$ cat src/rtl/kernel_mem_sched.sv
// Config-side scheduler for one kernel_mem ring buffer: allocates ring space for
// kernel loads, replays stored segments for reads and frees them after their last pass.
module kernel_mem_sched #(
    parameter int MEM_AWIDTH = 8,
    parameter int MEM_DEPTH  = 8,
    parameter int DESC_NB    = 4,
    parameter int REP_WIDTH  = 8
) (
    input  logic                      clk,
    input  logic                      rst,
    input  logic                      cmd_op,
    input  logic [MEM_AWIDTH-1:0]     cmd_len,
    input  logic [REP_WIDTH-1:0]      cmd_rep,
    input  logic                      cmd_val,
    output logic                      cmd_rdy,
    output logic [MEM_AWIDTH-1:0]     wr_cfg_end,
    output logic                      wr_cfg_set,
    input  logic                      wr_data_val,
    input  logic                      wr_data_rdy,
    output logic [MEM_AWIDTH-1:0]     rd_cfg_start,
    output logic [MEM_AWIDTH-1:0]     rd_cfg_end,
    output logic                      rd_cfg_set,
    input  logic                      rd_data_rdy,
    output logic [$clog2(DESC_NB):0]  seg_cnt,
    output logic [MEM_AWIDTH:0]       free_cnt,
    output logic                      busy,
    output logic                      err
);

    localparam int PW = (DESC_NB > 1) ? $clog2(DESC_NB) : 1;

    typedef logic [MEM_AWIDTH-1:0]    addr_t;
    typedef logic [MEM_AWIDTH:0]      wide_t;
    typedef logic [PW-1:0]            ptr_t;
    typedef logic [$clog2(DESC_NB):0] seg_t;
    typedef logic [REP_WIDTH-1:0]     rep_t;

    localparam addr_t ONE_A     = addr_t'(1);
    localparam rep_t  ONE_R     = rep_t'(1);
    localparam seg_t  ONE_S     = seg_t'(1);
    localparam wide_t DEPTH_W   = wide_t'(MEM_DEPTH);
    localparam seg_t  DESC_FULL = seg_t'(DESC_NB);
    localparam ptr_t  PTR_LAST  = ptr_t'(DESC_NB - 1);

    typedef enum logic [2:0] {IDLE, WR_CFG, WR_BUSY, RD_CFG, RD_BUSY} state_t;

    state_t state;
    addr_t  wr_ptr;
    addr_t  wr_len;
    addr_t  wr_cnt;
    addr_t  rd_len;
    addr_t  rd_cnt;
    rep_t   rd_pass;
    ptr_t   head;
    ptr_t   tail;
    addr_t  d_start [DESC_NB];
    addr_t  d_end   [DESC_NB];
    addr_t  d_len   [DESC_NB];
    logic   cmd_fire;
    logic   wr_beat;
    logic   wr_last;

    // Compare-and-subtract keeps the wrap correct for non-power-of-two depths;
    // both operands are always below MEM_DEPTH so one subtraction suffices.
    function automatic addr_t wrap_add(addr_t base, addr_t off);
        wide_t sum;
        sum = {1'b0, base} + {1'b0, off};
        if (sum >= DEPTH_W)
            sum = sum - DEPTH_W;
        return sum[MEM_AWIDTH-1:0];
    endfunction

    function automatic ptr_t ptr_inc(ptr_t p);
        return (p == PTR_LAST) ? '0 : p + ptr_t'(1);
    endfunction

    assign cmd_fire = cmd_val && cmd_rdy && (state == IDLE);
    assign wr_beat  = (state == WR_BUSY) && wr_data_val && wr_data_rdy;
    assign wr_last  = wr_beat && (wr_cnt + ONE_A == wr_len);

    always_ff @(posedge clk) begin
        if (wr_last) begin
            d_start[tail] <= wr_ptr;
            d_end[tail]   <= wr_cfg_end;
            d_len[tail]   <= wr_len;
        end
    end

    always_ff @(posedge clk or negedge rst) begin
        if (!rst) begin
            state        <= IDLE;
            wr_ptr       <= '0;
            wr_len       <= '0;
            wr_cnt       <= '0;
            rd_len       <= '0;
            rd_cnt       <= '0;
            rd_pass      <= '0;
            head         <= '0;
            tail         <= '0;
            cmd_rdy      <= 1'b0;
            wr_cfg_end   <= '0;
            wr_cfg_set   <= 1'b0;
            rd_cfg_start <= '0;
            rd_cfg_end   <= '0;
            rd_cfg_set   <= 1'b0;
            seg_cnt      <= '0;
            free_cnt     <= DEPTH_W;
            busy         <= 1'b0;
            err          <= 1'b0;
        end else begin
            wr_cfg_set <= 1'b0;
            rd_cfg_set <= 1'b0;
            err        <= 1'b0;
            case (state)
                IDLE: begin
                    cmd_rdy <= 1'b1;
                    if (cmd_fire) begin
                        if (!cmd_op) begin
                            if (cmd_len == '0 || wide_t'(cmd_len) > free_cnt || seg_cnt == DESC_FULL) begin
                                err <= 1'b1;
                            end else begin
                                wr_len     <= cmd_len;
                                wr_cnt     <= '0;
                                wr_cfg_end <= wrap_add(wr_ptr, cmd_len - ONE_A);
                                wr_cfg_set <= 1'b1;
                                cmd_rdy    <= 1'b0;
                                busy       <= 1'b1;
                                state      <= WR_CFG;
                            end
                        end else if (seg_cnt == '0) begin
                            err <= 1'b1;
                        end else if (cmd_rep == '0) begin
                            head     <= ptr_inc(head);
                            seg_cnt  <= seg_cnt - ONE_S;
                            free_cnt <= free_cnt + wide_t'(d_len[head]);
                        end else begin
                            rd_cfg_start <= d_start[head];
                            rd_cfg_end   <= d_end[head];
                            rd_len       <= d_len[head];
                            rd_pass      <= cmd_rep;
                            rd_cnt       <= '0;
                            rd_cfg_set   <= 1'b1;
                            cmd_rdy      <= 1'b0;
                            busy         <= 1'b1;
                            state        <= RD_CFG;
                        end
                    end
                end
                WR_CFG: state <= WR_BUSY;
                WR_BUSY: begin
                    if (wr_last) begin
                        tail     <= ptr_inc(tail);
                        seg_cnt  <= seg_cnt + ONE_S;
                        free_cnt <= free_cnt - wide_t'(wr_len);
                        wr_ptr   <= wrap_add(wr_cfg_end, ONE_A);
                        cmd_rdy  <= 1'b1;
                        busy     <= 1'b0;
                        state    <= IDLE;
                    end else if (wr_beat) begin
                        wr_cnt <= wr_cnt + ONE_A;
                    end
                end
                RD_CFG: state <= RD_BUSY;
                RD_BUSY: begin
                    if (rd_data_rdy) begin
                        if (rd_cnt + ONE_A == rd_len) begin
                            rd_cnt <= '0;
                            if (rd_pass == ONE_R) begin
                                head     <= ptr_inc(head);
                                seg_cnt  <= seg_cnt - ONE_S;
                                free_cnt <= free_cnt + wide_t'(rd_len);
                                cmd_rdy  <= 1'b1;
                                busy     <= 1'b0;
                                state    <= IDLE;
                            end else begin
                                rd_pass <= rd_pass - ONE_R;
                            end
                        end else begin
                            rd_cnt <= rd_cnt + ONE_A;
                        end
                    end
                end
                default: state <= IDLE;
            endcase
        end
    end

endmodule

$ cat config.mk
export PLATFORM = sky130hd
export DESIGN_NAME = kernel_mem_sched
export DESIGN_NICKNAME = d
export VERILOG_FILES = /design/src/rtl/kernel_mem_sched.sv
export SDC_FILE = /design/constraint.sdc
export NUM_CORES = 1
export LEC_CHECK = 0
export CORE_MARGIN = 4
export CORE_UTILIZATION = 30
export DETAILED_ROUTE_END_ITERATION = 7
export DONT_BUFFER_PORTS = 1
export HOLD_SLACK_MARGIN = 0.15
export SETUP_SLACK_MARGIN = 0.15
export SLEW_MARGIN = 20
export SYNTH_ARGS = -nofsm -noshare
export SYNTH_HDL_FRONTEND = slang
export SYNTH_SLANG_ARGS = --single-unit
$ cat constraint.sdc
create_clock -name clk -period 4.7 [get_ports clk]
set_clock_uncertainty 0.15 [all_clocks]
set_input_delay 0.705 -clock clk [delete_from_list [all_inputs] [get_ports clk]]
set_output_delay 0.705 -clock clk [all_outputs]
set_load 0.05 [all_outputs]
==> impl_summary.txt, run 1 <==
----------------------------------------------------
[Setup path]
  Worst Path Arrival ... 4270 ps
  Critical path, cell by cell ... nor2_1 > and2_1 > nor2_1 > a221o_1 > ha_1 > inv_1 > fa_1 > nor2b_1 > o31a_1 > or2_2 > a31oi_1 > xnor2_1 > nor4b_1 > xor2_1
  Critical path type ... reg2reg
  Critical register-to-register path endpoint ... free_cnt[8]$_DFFE_PN0P_
  Type of origin of the critical path ... register
  Cell family contributing the most delay on the critical path ... simple AND/OR/NAND/NOR gates
  CP Capture Type ... register
  Worst reg2reg path depth ... 14
  Most frequent cell on the critical path ... nor2_1
  Slowest stage cell, crit path ... dfrtp_1
  Worst EP required ... 4900 ps
  Largest fanout on the critical path ... 13
  Reg-to-reg slack, setup ... 640 ps
  Number of buffer and inverter stages on the critical path ... 1
  Worst path max stage delay ... 500 ps
  Launch instance of the worst register-to-register path ... state[0]$_DFFE_PN0P_

[Worst hold path]
  Min-Delay Path Depth ... 2
  Min-delay worst type ... in2reg
  Beginning of the worst hold path ... cmd_len[6]
  Hold EP ... wr_len[6]$_DFFE_PN0P_

[Floorplanning]
  Standard cell core area ... 32500 um^2
  FP Rows ... 66
  Die Wd ... 189 um
  Top-Level Pins ... 64
  Die boundary height ... 189 um
  Starting density of the core ... 30.4%
  Die area ... 35900 um^2

[Global routing]
  Largest net degree at the start of global routing ... 97
  Aggregate global-route resource usage ... 12.9%
  Number of global-route vias before repair ... 6511
  Global-route wire length before repair ... 36800 um
  Antenna violations before repair ... 0
  Residual overflow from global routing ... 0

[Power and ir drop]
  Worst IR Drop VDD ... 0.280 mV
  Total power density per cell area ... 669 nW/um^2
  Leakage ... 0.00429 uW

[Clocking]
  TritonCTS clock tree ... yes
  Maximum level of the CTS H-tree ... 4
  Buffers from clock root to sink, at most ... 2
  Number of setup buffers added after CTS ... 0
  Clock latency of the later-clocked register in the worst-skew pair ... 440 ps
  Total number of clock tree sinks ... 192
  Clock buffer count from CTS ... 17
  Clock slew at reported path FFs ... 80 ps
  Clk root buf ... clkbuf_16

[Layout]
  Area used by multi-input combinational logic ... 4350 um^2
  Fraction of layout instances using a drive strength above 1 ... 13.3%
  # diodes ... 0
  Post-route cell area ... 11100 um^2
  Fill cell total of the finished layout ... 3241
  Share of the core filled with cells ... 34.2%
  Fin nets ... 900
  Most common cell after layout, fill and taps aside ... edfxtp_1
  Area Overhead vs Synth ... 12.6%
  Area of all sequential standard cells ... 5290 um^2
  Most frequent cells in the layout ... edfxtp_1, dfrtp_1, nand2_1, nor2_1, ha_1

[Synthesis]
  Sequential element share of the synthesized area ... 53.5%
  Post-synth net total ... 889
  Post-synthesis async set-or-reset flop share ... 50.0%
  Post-synth design cell area ... 9880 um^2
  Post-synth top area cell ... edfxtp_1
  Cell count after synthesis ... 823
  Synthesis-stage register bit count ... 192
  Most used DFF post-synth ... edfxtp_1
  Biggest area contributors in the synthesized netlist ... edfxtp_1, dfrtp_1, mux4_2, ha_1, nand2_1
  EDFF count, synth ... 96
  Mapped Avg Cell Area ... 12.0 um^2
  Area share of the largest cell type after synthesis ... 29.2%
  Synth unique cells ... 71
  Number of warning messages in the yosys log ... 0

[Timing]
  Final worst-path setup slack ... 635 ps
  Unrepaired setup endpoints after global routing ... false
  Worst slew margin relative to its limit ... 36.8%
  Measured slew at the worst slew-check pin ... 948 ps
  Fmax ... 0.246 GHz
  Crit share post-route ... 86.5%
  Final hold slack ... 223 ps
  Pins over their slew limit ... 0
  Post-layout minimum cycle time ... 4060 ps
  Final Setup Violations ... 0
  Final Hold Fails ... 0
  Setup TNS ... 0 ps

[Detailed routing]
  Number of DRC violations after detailed-routing iteration 0 ... 363
  DRT antenna net count ... 0
  Wire length reported by the detailed router ... 22700 um
  Average wire per standard cell ... 17.6 um
  Number of remaining DRC errors ... 0
  Via count ... 6507
  Iteration count of the initial detailed-routing pass ... 5
  Vias per Instance ... 5.05

[Status]
  Result of the run ... finished, final reports clean

[Flow run]
  Maximum capacitance violations ... 0

[Place]
  Area after detailed placement ... 10500 um^2
  Placement Setup Slack ... 721 ps
  IO Port Bufs ... 0
  Detailed placer's ending HPWL ... 16300 um
  GP Congestion ... 0.811

----------------------------------------------------
registers in the layout, summed over array words and instances (netlist names), 2 cells and up:
| register | flops |
|---|---|
| d_end | 32 |
| wr_cfg_end | 8 |
| head | 2 |
| wr_cnt | 8 |
| seg_cnt | 3 |
| rd_len | 8 |
| state | 3 |
| rd_pass | 8 |
| d_start | 32 |
| wr_ptr | 8 |
| rd_cnt | 8 |
| rd_cfg_end | 8 |
| d_len | 32 |
| free_cnt | 9 |
| rd_cfg_start | 8 |
| tail | 2 |
| wr_len | 8 |
cell type report:
class | count | share of cell area (%)
Sequential cell | 192 | 47.5
Timing Repair Buffer | 19 | 1.60
Clock inverter | 15 | 1.76
Multi-Input combinational cell | 570 | 39.2
Tap cell | 442 | 4.97
Clock buffer | 17 | 3.83
Inverter | 34 | 1.15
cells in the mapped netlist (all sizes together) (18+ instances only):
cell type / number
edfxtp: 96
dfrtp: 95
nand2: 84
nor2: 46
ha: 40
o21ai: 37
inv: 32
a21oi: 28
xor2: 28
mux2: 26
xnor2: 25
mux4: 24
clkbuf: 18
nor3: 18
report_power, final:
part           internal, uW  total (uW)  switching (uW)
Combinational          1150        2570            1410
Sequential             2210        3380            1170
Clock                   770        1490             720
Total                  4140        7440            3300
kinds of logic (layout without fill, tap and decap cells):
logic type      Yosys count  in the layout  synth area share, %
flops                   192            192                 53.5
simple gates            255            255                 13.3
fa+ha+maj                43             43                 5.67
compound gates          160            160                 11.0
mux                      59             59                 9.35
buf+inv                  61             85                 2.42
xor+xnor                 53             53                 4.70
worst reg2reg max path: cells and delay by family, from the launching register on:
family	cells	cell delay, ps
buffers and inverters	1	70
and+or+nand+nor	6	1730
adders and majority gates	2	400
DFF	1	500
AOI/OAI and AO/OA	3	840
xor gates and xnor gates	2	290
worst max path at each step:
| stage | start | depth (start not counted) | endpoint |
|---|---|---|---|
| floorplan | head[0]$_DFFE_PN0P_ | 12 | free_cnt[8]$_DFFE_PN0P_ |
| global route | state[0]$_DFFE_PN0P_ | 14 | free_cnt[8]$_DFFE_PN0P_ |
| CTS | state[0]$_DFFE_PN0P_ | 14 | free_cnt[8]$_DFFE_PN0P_ |
| finish | state[0]$_DFFE_PN0P_ | 14 | free_cnt[8]$_DFFE_PN0P_ |
| global placement | state[0]$_DFFE_PN0P_ | 14 | free_cnt[8]$_DFFE_PN0P_ |
| detailed placement | state[0]$_DFFE_PN0P_ | 14 | free_cnt[8]$_DFFE_PN0P_ |
repair_timing:
| item | CTS | global route |
|---|---|---|
| resized for setup | 0 | 0 |
| hold buffers | 2 | 0 |
| hold endpoints to repair | 96 | 0 |
through the flow:
stage	cells	power, uW
after global routing	1289	7970
after global placement	1255	5900
final	1289	7440
after floorplan	823	5190
after CTS	1289	7480
after detailed placement	1255	5950
routing by layer:
| layer | GRT usage, % | up-vias | routed length (um) |
|---|---|---|---|
| li1 | - | 3102 | - |
| met2 | 20.7 | 110 | 10700 |
| met3 | 3.13 | 22 | 1060 |
| met4 | 3.81 | 0 | 292 |
| met5 | 0 | - | 0 |
| met1 | 17.5 | 3273 | 10600 |
No activity file was read; power rests on OpenSTA's default activity.
==> inputs of run 2 (changes only) <==
--- a/config.mk
+++ b/config.mk
@@ -7,6 +7,7 @@
 export LEC_CHECK = 0
 export CORE_MARGIN = 4
 export CORE_UTILIZATION = 30
+export CTS_BUF_LIST = sky130_fd_sc_hd__clkbuf_8
 export DETAILED_ROUTE_END_ITERATION = 7
 export DONT_BUFFER_PORTS = 1
 export HOLD_SLACK_MARGIN = 0.15
==> run 2 against run 1 <==
Compared with the run above:
- cell count rose by 0.31%
- worst hold slack got worse by 36 ps
- clock power decreased by 24%
- non-clock buffer count rose by 4
- via count increased by 0.11%
- die area stayed put
- wire length is 0.35% lower
- design area shrank 1.4%
- clock-buffer cell count stayed put
- critical path depth stayed put
- combinational power barely moved
- fmax decreased by 0.18%
- critical path type unchanged
- largest power group unchanged
- highest routed layer unchanged
==> impl_summary.txt, run 2 (synthesized netlist as in run 1, its figures left out) <==
----------------------------------------------------
[Status]
  Result of the run ... finished, final reports clean (unchanged)

[Floorplanning]
  Die Wd ... 189 um (unchanged)
  FP Rows ... 66 (unchanged)
  Standard cell core area ... 32500 um^2 (unchanged)
  Die area ... 35900 um^2 (unchanged)
  Die boundary height ... 189 um (unchanged)
  Starting density of the core ... 30.4% (unchanged)
  Top-Level Pins ... 64 (unchanged)

[Global routing]
  Antenna violations before repair ... 0 (unchanged)
  Residual overflow from global routing ... 0 (unchanged)
  Number of global-route vias before repair ... 6522 (was 6511)
  Aggregate global-route resource usage ... 12.9% (about the same)
  Global-route wire length before repair ... 36700 um (was 36800 um)
  Largest net degree at the start of global routing ... 97 (unchanged)

[Detailed routing]
  Average wire per standard cell ... 17.5 um (was 17.6 um)
  Number of DRC violations after detailed-routing iteration 0 ... 392 (was 363)
  Number of remaining DRC errors ... 0 (unchanged)
  Iteration count of the initial detailed-routing pass ... 5 (unchanged)
  Wire length reported by the detailed router ... 22600 um (was 22700 um)
  DRT antenna net count ... 0 (unchanged)
  Via count ... 6514 (was 6507)
  Vias per Instance ... 5.04 (was 5.05)

[Timing]
  Measured slew at the worst slew-check pin ... 940 ps (was 948 ps)
  Fmax ... 0.246 GHz (about the same)
  Pins over their slew limit ... 0 (unchanged)
  Crit share post-route ... 86.6% (was 86.5%)
  Final Hold Fails ... 0 (unchanged)
  Unrepaired setup endpoints after global routing ... false (unchanged)
  Final hold slack ... 187 ps (was 223 ps)
  Worst slew margin relative to its limit ... 37.3% (was 36.8%)
  Final Setup Violations ... 0 (unchanged)
  Post-layout minimum cycle time ... 4070 ps (was 4060 ps)
  Setup TNS ... 0 ps (unchanged)

[Setup path]
  Cell family contributing the most delay on the critical path ... simple AND/OR/NAND/NOR gates (unchanged)
  Critical path type ... reg2reg (unchanged)
  Type of origin of the critical path ... register (unchanged)
  Worst EP required ... 4950 ps (was 4900 ps)
  Worst Path Arrival ... 4320 ps (was 4270 ps)
  Slowest stage cell, crit path ... dfrtp_1 (unchanged)
  Number of buffer and inverter stages on the critical path ... 1 (unchanged)
  Critical path, cell by cell ... nor2_1 > and2_1 > nor2_1 > a221o_1 > ha_1 > inv_1 > fa_1 > nor2b_1 > o31a_1 > or2_2 > a31oi_1 > xnor2_1 > nor4b_1 > xor2_1 (unchanged)
  Largest fanout on the critical path ... 13 (unchanged)
  Most frequent cell on the critical path ... nor2_1 (unchanged)
  CP Capture Type ... register (unchanged)
  Worst path max stage delay ... 510 ps (was 500 ps)

[Clocking]
  Number of setup buffers added after CTS ... 0 (unchanged)
  TritonCTS clock tree ... yes (unchanged)
  Clk root buf ... clkbuf_8 (was clkbuf_16)
  Total number of clock tree sinks ... 192 (unchanged)
  Buffers from clock root to sink, at most ... 2 (unchanged)
  Clock buffer count from CTS ... 17 (unchanged)
  Clock slew at reported path FFs ... 110 ps (was 80 ps)
  Maximum level of the CTS H-tree ... 4 (unchanged)
  Clock latency of the later-clocked register in the worst-skew pair ... 480 ps (was 440 ps)

[Layout]
  Share of the core filled with cells ... 33.7% (was 34.2%)
  # diodes ... 0 (unchanged)
  Fraction of layout instances using a drive strength above 1 ... 13.3% (about the same)
  Fill cell total of the finished layout ... 3263 (was 3241)
  Most common cell after layout, fill and taps aside ... edfxtp_1 (unchanged)
  Area Overhead vs Synth ... 11.0% (was 12.6%)
  Most frequent cells in the layout ... edfxtp_1, dfrtp_1, nand2_1, nor2_1, ha_1 (unchanged)
  Leading registers by flop count ... d_end: 32 flops, d_len: 32 flops, d_start: 32 flops (unchanged)
  Fin nets ... 904 (was 900)
  Area used by multi-input combinational logic ... 4350 um^2 (unchanged)
  Area of all sequential standard cells ... 5290 um^2 (unchanged)

[Power and ir drop]
  Total power density per cell area ... 646 nW/um^2 (was 669 nW/um^2)
  Leakage ... 0.00422 uW (was 0.00429 uW)
  Worst IR Drop VDD ... 0.302 mV (was 0.280 mV)

[Place]
  GP Congestion ... 0.811 (unchanged)
  IO Port Bufs ... 0 (unchanged)
  Detailed placer's ending HPWL ... 16300 um (unchanged)

[Flow run]
  Maximum capacitance violations ... 0 (unchanged)

[Worst hold path]
  Min-delay worst type ... in2reg (unchanged)

----------------------------------------------------
-- run 2: changes by cell type in the layout (fill, tap and decap cells not counted), sizes merged --
cell         before  now
dlygate4sd3       1    5
-- run 2: path summary, 6_finish.rpt --
path                                             end                  start  slack [ps]  cells after the start
setup / recovery             free_cnt[8]$_DFFE_PN0P_   state[0]$_DFFE_PN0P_         630                     14
hold / removal                 wr_len[2]$_DFFE_PN0P_             cmd_len[2]         190                      2
max in group asynchronous      rd_len[3]$_DFFE_PN0P_                    rst        3310                      2
setup reg to reg             free_cnt[8]$_DFFE_PN0P_   state[0]$_DFFE_PN0P_         630                     14
hold reg to reg                rd_cnt[7]$_DFFE_PN0P_  rd_cnt[7]$_DFFE_PN0P_         380                      1
min in group asynchronous  wr_cfg_end[0]$_DFFE_PN0P_                    rst         600                      2
-- run 2: final cells by class --
class	instances	share of cell area (%)
Clock buffer	17	2.13
Clock inverter	15	1.78
Inverter	34	1.16
Multi-Input combinational cell	570	39.7
Sequential cell	192	48.2
Tap cell	442	5.04
Timing Repair Buffer	23	1.98
-- run 2: repair_timing --
item / in CTS / in global routing
hold endpoints to repair: 100 / 0
resized for setup: 0 / 0
hold buffers: 6 / 0
-- run 2: through the flow --
stage / power, uW / instance area [um^2] / std cells / setup slack, ps
final: 7080 / 11000 / 1293 / 628
after global routing: 7610 / 11000 / 1293 / 188
after CTS: 7120 / 11000 / 1293 / 692
after detailed placement: 5950 / 10500 / 1255 / 721
after global placement: 5900 / 10500 / 1255 / 891
after floorplan: 5190 / 9880 / 823 / 772
-- run 2: layer usage --
metal | global-route usage [%] | wire (um) | vias to the layer above | share of wire, %
li1 | - | - | 3103 | -
met1 | 17.6 | 10600 | 3263 | 47
met2 | 20.6 | 10800 | 126 | 48
met3 | 2.88 | 1010 | 22 | 4.5
met4 | 3.78 | 248 | 0 | 1.1
met5 | 0 | 0 | - | 0
-- run 2: power breakdown --
part / switching [uW] / internal (uW) / total, uW / leakage, uW
Clock: 678 / 456 / 1130 / 0.000212
Sequential: 1160 / 2210 / 3380 / 0.00203
Combinational: 1420 / 1150 / 2570 / 0.00198
==> inputs of run 3 (changes only) <==
--- a/config.mk
+++ b/config.mk
@@ -5,7 +5,7 @@
 export SDC_FILE = /design/constraint.sdc
 export NUM_CORES = 1
 export LEC_CHECK = 0
-export CORE_MARGIN = 4
+export CORE_MARGIN = 2
 export CORE_UTILIZATION = 30
 export CTS_BUF_LIST = sky130_fd_sc_hd__clkbuf_8
 export DETAILED_ROUTE_END_ITERATION = 7
@@ -16,3 +16,4 @@
 export SYNTH_ARGS = -nofsm -noshare
 export SYNTH_HDL_FRONTEND = slang
 export SYNTH_SLANG_ARGS = --single-unit
+export TNS_END_PERCENT = 30
==> constraint.sdc (replaced) <==
create_clock -name clk -period 4.7 [get_ports clk]
set_clock_uncertainty 0.15 [all_clocks]
set_input_delay 0.47 -clock clk [delete_from_list [all_inputs] [get_ports clk]]
set_output_delay 0.47 -clock clk [all_outputs]
set_load 0.05 [all_outputs]
==> run 3 against run 2 <==
Compared with the run above:
- register-to-register slack worse by 30 ps
- sequential power about the same
- critical path depth unchanged
- utilization grew 0.44 points
- worst hold slack improved by 25 ps
- via count up 1.3%
- flip-flop and latch count stayed put
- total power decreased by 0.38%
- design area rose by 1.1%
==> impl_summary.txt, run 3 (synthesized netlist as in run 1, its figures left out) <==
----------------------------------------------------
[Status]
  Result of the run ... finished, final reports clean (unchanged)

[Place]
  IO Port Bufs ... 0 (unchanged)
  Detailed placer's ending HPWL ... 16100 um (was 16300 um)
  GP Congestion ... 0.841 (was 0.811)

[Timing]
  Measured slew at the worst slew-check pin ... 902 ps (was 940 ps)
  Setup TNS ... 0 ps (unchanged)
  Unrepaired setup endpoints after global routing ... false (unchanged)
  Final Hold Fails ... 0 (unchanged)
  Final Setup Violations ... 0 (unchanged)
  Final hold slack ... 212 ps (was 187 ps)
  Fmax ... 0.244 GHz (was 0.246 GHz)
  Pins over their slew limit ... 0 (unchanged)
  Post-layout minimum cycle time ... 4100 ps (was 4070 ps)
  Worst slew margin relative to its limit ... 39.8% (was 37.3%)
  Crit share post-route ... 87.3% (was 86.6%)

[Global routing]
  Residual overflow from global routing ... 0 (unchanged)
  Aggregate global-route resource usage ... 14.0% (was 12.9%)
  Number of global-route vias before repair ... 6316 (was 6522)
  Largest net degree at the start of global routing ... 97 (unchanged)
  Antenna violations before repair ... 0 (unchanged)
  Global-route wire length before repair ... 36700 um (about the same)

[Power and ir drop]
  Total power density per cell area ... 637 nW/um^2 (was 646 nW/um^2)
  Worst IR Drop VDD ... 0.293 mV (was 0.302 mV)
  Leakage ... 0.00429 uW (was 0.00422 uW)
  Overall power consumption ... 7060 uW (was 7080 uW)

[Setup path]
  Slowest stage cell, crit path ... dfrtp_1 (unchanged)
  Critical path, cell by cell ... nor2_1 > and2_1 > nor2_1 > a221o_1 > ha_1 > inv_1 > fa_1 > nor2b_1 > o31a_1 > or2_2 > a31oi_1 > xnor2_1 > nor4b_1 > xor2_1 (unchanged)
  Type of origin of the critical path ... register (unchanged)
  Largest fanout on the critical path ... 13 (unchanged)
  Critical path type ... reg2reg (unchanged)
  Worst EP required ... 4960 ps (was 4950 ps)
  CP Capture Type ... register (unchanged)
  Worst Path Arrival ... 4360 ps (was 4320 ps)
  Launch instance of the worst register-to-register path ... state[0]$_DFFE_PN0P_ (unchanged)
  Worst setup startpoint ... state[0]$_DFFE_PN0P_ (unchanged)
  Worst path max stage delay ... 510 ps (about the same)
  Most frequent cell on the critical path ... nor2_1 (unchanged)
  Worst reg2reg path depth ... 14 (unchanged)
  Cell family contributing the most delay on the critical path ... simple AND/OR/NAND/NOR gates (unchanged)
  Number of cells on the critical path ... 14 (unchanged)
  Number of buffer and inverter stages on the critical path ... 1 (unchanged)

[Clocking]
  Clock buffer count from CTS ... 17 (unchanged)
  Clk root buf ... clkbuf_8 (unchanged)
  Clock latency of the later-clocked register in the worst-skew pair ... 480 ps (about the same)
  Maximum level of the CTS H-tree ... 4 (unchanged)
  Number of setup buffers added after CTS ... 0 (unchanged)
  Total number of clock tree sinks ... 192 (unchanged)
  Clock slew at reported path FFs ... 100 ps (was 110 ps)
  Buffers from clock root to sink, at most ... 2 (unchanged)
  TritonCTS clock tree ... yes (unchanged)

[Detailed routing]
  Via count ... 6598 (was 6514)
  Number of remaining DRC errors ... 0 (unchanged)
  Wire length reported by the detailed router ... 22700 um (was 22600 um)
  Iteration count of the initial detailed-routing pass ... 5 (unchanged)
  Number of DRC violations after detailed-routing iteration 0 ... 614 (was 392)
  Vias per Instance ... 5.04 (about the same)
  DRT antenna net count ... 0 (unchanged)
  Average wire per standard cell ... 17.4 um (was 17.5 um)

[Floorplanning]
  Starting density of the core ... 30.4% (about the same)
  Die boundary height ... 185 um (was 189 um)
  Top-Level Pins ... 64 (unchanged)
  Die area ... 34400 um^2 (was 35900 um^2)
  Die Wd ... 185 um (was 189 um)
  FP Rows ... 66 (unchanged)
  Standard cell core area ... 32500 um^2 (about the same)

[Worst hold path]
  Min-Delay Path Depth ... 3 (was 2)
  Min-delay worst type ... in2reg (unchanged)
  Beginning of the worst hold path ... rd_data_rdy (was cmd_len[2])

[Flow run]
  Maximum capacitance violations ... 0 (unchanged)

[Layout]
  Area Overhead vs Synth ... 12.2% (was 11.0%)
  Leading registers by flop count ... d_end: 32 flops, d_len: 32 flops, d_start: 32 flops (unchanged)
  Most frequent cells in the layout ... edfxtp_1, dfrtp_1, nand2_1, nor2_1, ha_1 (unchanged)
  Fill cell total of the finished layout ... 3172 (was 3263)
  Most common cell after layout, fill and taps aside ... edfxtp_1 (unchanged)
  Fraction of layout instances using a drive strength above 1 ... 13.0% (was 13.3%)
  Fin nets ... 919 (was 904)
  # diodes ... 0 (unchanged)

----------------------------------------------------
==> run 3: cell count changes in the layout (fill, tap and decap cells not counted), sizes merged <==
cell and delta:
clkinv -3, buf +2, inv +2, dlygate4sd3 +13, bufinv +1
==> run 3: through the flow <==
step                utilization, %  cells  instance area, um^2  setup slack (ps)
floorplan                        -    823                 9880               772
global placement              32.2   1257                10500               887
detailed placement            32.2   1257                10500               621
CTS                           34.2   1308                11100               609
global route                  34.2   1308                11100               174
finish                        34.2   1308                11100               598
==> run 3: worst paths after layout <==
path | end | slack, ps
worst max-delay path | free_cnt[8]$_DFFE_PN0P_ | 600
worst min-delay path | busy$_DFFE_PN0P_ | 210
worst max register to register | free_cnt[8]$_DFFE_PN0P_ | 600
worst min register to register | rd_cnt[7]$_DFFE_PN0P_ | 400
max in group asynchronous | free_cnt[3]$_DFFE_PN1P_ | 3530
min in group asynchronous | rd_cfg_end[5]$_DFFE_PN0P_ | 410
==> run 3: timing repair <==
action / in CTS / in global routing
hold buffers: 19 / 0
hold endpoints to repair: 113 / 0
gates resized for setup: 0 / 0
==> run 3: power breakdown <==
| group | switching (uW) | internal, uW | leakage (uW) |
|---|---|---|---|
| registers | 1170 | 2210 | 0.00203 |
| logic | 1380 | 1160 | 0.00204 |
| clock network | 639 | 491 | 0.000210 |
==> run 3: final cells by class <==
class	instances	area, um^2	area share [%]
Inverter	34	128	1.15
Multi-Input combinational cell	570	4350	39.3
Tap cell	442	553	4.99
Clock inverter	15	179	1.61
Timing Repair Buffer	38	350	3.16
Sequential cell	192	5290	47.7
Clock buffer	17	234	2.11
==> run 3: routing by layer <==
layer | wire length (um) | global-route usage [%]
met2 | 10700 | 21.8
met1 | 10500 | 19.3
met5 | 0 | 0
met3 | 1250 | 3.03
met4 | 324 | 4.48
==> run 3: worst min-delay path: stages <==
cell,delay [ps]
and4_1,130
nand2_1,80
a221o_1,130
